**src/rtl/pe_array_seq.sv**
```systemverilog
// Tile sequencer for the 4x4 systolic PE array: clear, stream operands, flush, read back 16 results.
// Optional `PE_SEQ_RELU_EN`: clamps negative results to zero on the result stream.
module pe_array_seq #(
    parameter int K_W   = 8,
    parameter int DRAIN = 7
) (
    input  logic           clk,
    input  logic           rst_n,
    input  logic           start,
    input  logic [K_W-1:0] k_len,
    output logic           busy,
    input  logic           in_valid,
    output logic           in_ready,
    input  logic [31:0]    in_data,
    input  logic [31:0]    in_weight,
    output logic           pe_rst_n,
    output logic           pe_en,
    output logic [7:0]     pe_data0,
    output logic [7:0]     pe_data1,
    output logic [7:0]     pe_data2,
    output logic [7:0]     pe_data3,
    output logic [7:0]     pe_weight0,
    output logic [7:0]     pe_weight1,
    output logic [7:0]     pe_weight2,
    output logic [7:0]     pe_weight3,
    output logic [3:0]     pe_out_sel,
    input  logic [31:0]    pe_result,
    output logic           out_valid,
    input  logic           out_ready,
    output logic [31:0]    out_data,
    output logic [3:0]     out_idx,
    output logic           out_last,
    output logic           done,
    output logic [2:0]     dbg_state
);

    // Handshakes: a beat/result transfers on a rising clk edge where valid and ready are both 1.
    // in_ready is high only in FEED; out_valid only in OUT, holding data/idx until out_ready.

    typedef enum logic [2:0] {
        S_IDLE  = 3'd0,
        S_CLR   = 3'd1,
        S_FEED  = 3'd2,
        S_FLUSH = 3'd3,
        S_OUT   = 3'd4
    } state_t;

    localparam int FW = (DRAIN > 1) ? $clog2(DRAIN) : 1;

    state_t         state;
    logic [K_W-1:0] beat_cnt;
    logic [FW-1:0]  flush_cnt;
    logic [3:0]     idx;
    logic           feed_act;
    logic [31:0]    res_val;

    always_ff @(posedge clk or negedge rst_n) begin
        if (!rst_n) begin
            state     <= S_IDLE;
            beat_cnt  <= '0;
            flush_cnt <= '0;
            idx       <= 4'd0;
            busy      <= 1'b0;
            in_ready  <= 1'b0;
            out_valid <= 1'b0;
            out_last  <= 1'b0;
            done      <= 1'b0;
            pe_rst_n  <= 1'b0;
        end else begin
            done     <= 1'b0;
            pe_rst_n <= 1'b1;
            case (state)
                S_IDLE: begin
                    if (start) begin
                        state    <= S_CLR;
                        beat_cnt <= k_len;
                        busy     <= 1'b1;
                        pe_rst_n <= 1'b0;
                    end
                end
                S_CLR: begin
                    if (beat_cnt == '0) begin
                        state     <= S_FLUSH;
                        flush_cnt <= FW'(DRAIN - 1);
                    end else begin
                        state    <= S_FEED;
                        in_ready <= 1'b1;
                    end
                end
                S_FEED: begin
                    if (in_valid) begin
                        beat_cnt <= beat_cnt - K_W'(1);
                        if (beat_cnt == K_W'(1)) begin
                            state     <= S_FLUSH;
                            in_ready  <= 1'b0;
                            flush_cnt <= FW'(DRAIN - 1);
                        end
                    end
                end
                S_FLUSH: begin
                    if (flush_cnt == '0) begin
                        state     <= S_OUT;
                        out_valid <= 1'b1;
                        idx       <= 4'd0;
                    end else begin
                        flush_cnt <= flush_cnt - FW'(1);
                    end
                end
                S_OUT: begin
                    if (out_ready) begin
                        if (idx == 4'd15) begin
                            state     <= S_IDLE;
                            out_valid <= 1'b0;
                            out_last  <= 1'b0;
                            busy      <= 1'b0;
                            done      <= 1'b1;
                            idx       <= 4'd0;
                        end else begin
                            idx      <= idx + 4'd1;
                            out_last <= (idx == 4'd14);
                        end
                    end
                end
                default: begin
                    state     <= S_IDLE;
                    busy      <= 1'b0;
                    in_ready  <= 1'b0;
                    out_valid <= 1'b0;
                    out_last  <= 1'b0;
                    idx       <= 4'd0;
                end
            endcase
        end
    end

    // Operands pass through only on an accepted beat; zeros otherwise so FLUSH and gaps feed nothing.
    assign feed_act   = (state == S_FEED) && in_valid;
    assign pe_en      = feed_act || (state == S_FLUSH);
    assign pe_data0   = feed_act ? in_data[7:0]     : 8'h00;
    assign pe_data1   = feed_act ? in_data[15:8]    : 8'h00;
    assign pe_data2   = feed_act ? in_data[23:16]   : 8'h00;
    assign pe_data3   = feed_act ? in_data[31:24]   : 8'h00;
    assign pe_weight0 = feed_act ? in_weight[7:0]   : 8'h00;
    assign pe_weight1 = feed_act ? in_weight[15:8]  : 8'h00;
    assign pe_weight2 = feed_act ? in_weight[23:16] : 8'h00;
    assign pe_weight3 = feed_act ? in_weight[31:24] : 8'h00;

    assign pe_out_sel = idx;
    assign out_idx    = idx;
    assign dbg_state  = state;

`ifdef PE_SEQ_RELU_EN
    assign res_val = pe_result[31] ? 32'd0 : pe_result;
`else
    assign res_val = pe_result;
`endif

    assign out_data = out_valid ? res_val : 32'd0;

endmodule

```
**config.mk**
```make
export PLATFORM = sky130hd
export DESIGN_NAME = pe_array_seq
export DESIGN_NICKNAME = d
export VERILOG_FILES = /design/src/rtl/pe_array_seq.sv
export SDC_FILE = /design/constraint.sdc
export NUM_CORES = 1
export LEC_CHECK = 0
export ABC_CLOCK_PERIOD_IN_PS = 4800
export BUFFER_PORTS_ARGS = -buffer_cell sky130_fd_sc_hd__clkbuf_2
export CORE_AREA = 2 2 88 90
export CTS_BUF_LIST = sky130_fd_sc_hd__clkbuf_4
export CTS_CLUSTER_DIAMETER = 30
export CTS_CLUSTER_SIZE = 16
export DETAILED_ROUTE_END_ITERATION = 12
export DIE_AREA = 0 0 90 92
export PLACE_DENSITY_LB_ADDON = 0.15
export SYNTH_ARGS = -nofsm -noshare
export SYNTH_HDL_FRONTEND = slang
export SYNTH_SLANG_ARGS = --single-unit
```
**constraint.sdc**
```tcl
create_clock -name clk -period 4.8 [get_ports clk]
set_input_delay 0.96 -clock clk [delete_from_list [all_inputs] [get_ports clk]]
set_output_delay 0.96 -clock clk [all_outputs]
set_load 0.01 [all_outputs]
```
==> flow_summary_export.csv <==
group,metric,value,unit
yosys,synth_edf_count,0,
drt,vias,2738,
yosys,synth-seq-cells,24,
yosys,netlist-cell-type-count,39,
worst_hold_path,worstHoldEndpoint,"flush_cnt[0]",
sta,rsz0062_at_grt,"false",
sta,clock_skew,0.00715,ns
yosys,synth_warnings,0,
final_layout,area_growth,57.0,%
critical_path,cp_max_fo,39,
cts,cts_tree,"done",
grt,met1_usage,0.248,
grt,antenna_found_initial,0,
grt,overflow,0,
cts,cts_made_buffers,3,
worst_hold_path,hp-start,"flush_cnt[0]",
critical_path,worst-setup-path-type,"flop to output port",
critical_path,reg2reg_from,"dbg_state[1]",
final_layout,antenna_cells,0,
sta,fmax,277,MHz
power,p_sw,0.425,mW
drt,drt_iter0_drc,128,
yosys,async_reset_ff_frac,1.00,
power,cellPowerDensity,294,nW/um2
sta,worst_pin_slew,0.962,ns
grt,grt_usage,0.194,
yosys,seq_area_frac_synth,0.293,
yosys,ys.flop_type,"dfrtp_1",
cts,cts.htree.levels,1,
die,fp.dieH,92,um
drt,drt-vias-per-instance,4.81,
run,cap_violations,0,
grt,grt_pass1_wl,13000,um
critical_path,crit_path_max_incr_delay,0.87,ns
final_layout,drive_gt1_frac,0.503,
sta,tns,0,ns
sta,finalSetupViolCount,0,
power,p_leak,2.06,nW
critical_path,crit_buf_inv,2,
die,die_w,90,um
sta,hold_viol,0,
critical_path,reg2reg_depth,5,
critical_path,cp-start-kind,"flop",
sta,slew_headroom,0.358,
critical_path,crit_required,3.84,ns
power,pwr-share-seq,0.420,
grt,use_met3,0.0805,
final_layout,nNetsFinal,584,
worst_hold_path,hold_depth,1,
run_status,status,"completed",
grt,grt_max_degree,68,
sta,setup_slack,1.20,ns
die,ios,223,
cts,clkLatencyLatePin,0.32,ns
power,intPower,0.521,mW
drt,firstDrtPassIters,4,
grt,top_usage_layer,"met2",
sta,finalCritPeriodShare,0.751,
die,std_cell_rows,32,
final_layout,layout_common_cells,"222 x clkbuf_2, 65 x and3_1, 34 x and2_1",
yosys,avgSynthCellArea,7.74,um2
place,dp.cells,565,
grt,grt_pass1_vias,2407,
final_layout,instances_no_fill,569,
place,dp.final_hpwl,6890,um
cts,clock-sinks,24,
critical_path,rrSetupSlack,2.40,ns
critical_path,arrival,2.64,ns
critical_path,worstPathCellList,"nor3b_4 > buf_4 > and3_1 > clkbuf_2",
critical_path,endpoint_kind,"output port",
die,core,7450,um2
critical_path,cp_top_family,"simple AND/OR/NAND/NOR gates",
drt,ant_nets,0,
power,p_sw_frac,0.449,
sta,maxSlewViolCount,0,
die,dieArea,8280,um2
yosys,syn_inst,265,
grt,met2_usage,0.317,
yosys,yosys-top-cells-area,"dfrtp_1 29%, and3_1 20%, and2_1 10%, ha_1 4.3%, o21ai_0 4.1%",
yosys,syn_nets,381,
drt,avgRoutedWirePerCell,14.9,um
power,combPwrFrac,0.480,
yosys,synth_area,2050,um2
place,io_buffers,222,
cts,post_cts_resized,0,
cts,cts_hold_buf,0,
yosys,synth_top_area_cell,"dfrtp_1",
critical_path,r2r-end,"beat_cnt[2]",
place,gp_congestion,0.822,
power,ir_worst_vdd,158,uV
sta,period_needed,3.60,ns
cts,clockBufferDepth,2,
worst_hold_path,hold_path_class,"flop to flop",
cts,cts_setup_buffers,0,
drt,wl,8490,um
cts,clkTransAtPathRegs,0.14,ns
place,dp_slack,1.60,ns
yosys,yosysTopAreaCellShare,0.293,
final_layout,layout_commonest_cell,"clkbuf_2",
die,start_util,0.276,
power,clkPwrFrac,0.100,
cts,cts_root_buffer,"clkbuf_4",
critical_path,critical-path-slowest-cell,"nor3b_4",
drt,drc,0,
flip-flops by register name (all words and copies together), names as in the netlist:
register	cells
in_ready	1
out_idx	4
out_valid	1
done	1
flush_cnt	3
beat_cnt	8
pe_rst_n	1
busy	1
out_last	1
dbg_state	3
cell type report:
type | count | area (um2)
Timing Repair Buffer | 223 | 1120
Clock buffer | 3 | 22.5
Multi-Input combinational cell | 210 | 1330
Clock inverter | 1 | 3.75
Tap cell | 102 | 128
Inverter | 6 | 22.5
Sequential cell | 24 | 601
Fill cell | 826 | 4230
worst reg2reg max path, delay by kind of cell (launching register included):
kind                   cells  cell delay, ns
and+or+nand+nor            2            0.99
AOI/OAI and AO/OA          2            0.21
DFF                        1            0.63
buffers and inverters      1            0.46
power groups by stage:
stage,combinational (mW),sequential (mW),clock [mW]
after detailed placement,0.458,0.401,0
after global routing,0.514,0.417,0.112
final,0.454,0.397,0.0943
after floorplan,0.308,0.368,0
after CTS,0.459,0.397,0.0983
after global placement,0.455,0.398,0
through the flow:
stage               total power, mW  cell area [um2]  utilization  hold slack [ns]
floorplan                     0.676             2050            -            0.440
global placement              0.853             3200        0.429            0.458
detailed placement            0.859             3200        0.429            0.463
CTS                           0.954             3220        0.433            0.481
global route                   1.04             3220        0.433            0.500
finish                        0.946             3220        0.433            0.479
Yosys cell counts (2+ instances only):
cell and number:
a21o_1 2, a21oi_1 10, a22oi_1 2, a31oi_1 4, a41oi_1 2, and2_1 34, and3_1 65, buf_4 4
clkbuf_1 21, dfrtp_1 24, ha_1 7, inv_1 6, nand2_1 13, nand2b_1 2, nand3_1 3, nor2_1 12
nor2b_1 4, nor3_1 5, nor4_1 2, o21a_1 3, o21ai_0 17, o2bb2ai_1 3, o31ai_1 2, or3b_2 3
metal layers:
metal | vias up | wire length, um
met5 | - | 0
met4 | 0 | 30
met3 | 4 | 947
met2 | 150 | 3990
met1 | 1240 | 3520
li1 | 1344 | -
worst max path at each step:
stage,startpoint,to,slack (ns),depth (start not counted)
after global routing,dbg_state[1],pe_data3[0],0.94,4
after global placement,dbg_state[1],pe_data0[2],1.68,4
after detailed placement,dbg_state[1],pe_data3[0],1.60,4
final,dbg_state[1],pe_data3[5],1.20,4
after CTS,dbg_state[1],pe_data3[5],1.21,4
after floorplan,in_valid,pe_data0[6],2.24,3
kinds of logic (layout without fill, tap and decap cells):
family                   count (synthesis)  count (layout)  synth area share
adder cells (fa/ha/maj)                  7               7            0.0427
multiplexers                             1               1           0.00488
AO/OA/AOI/OAI                           51              51             0.157
buffers and inverters                   31             233            0.0640
flip-flops                              24              24             0.293
AND/OR/NAND/NOR                        151             151             0.438
Power figures use the tool's default switching activity.
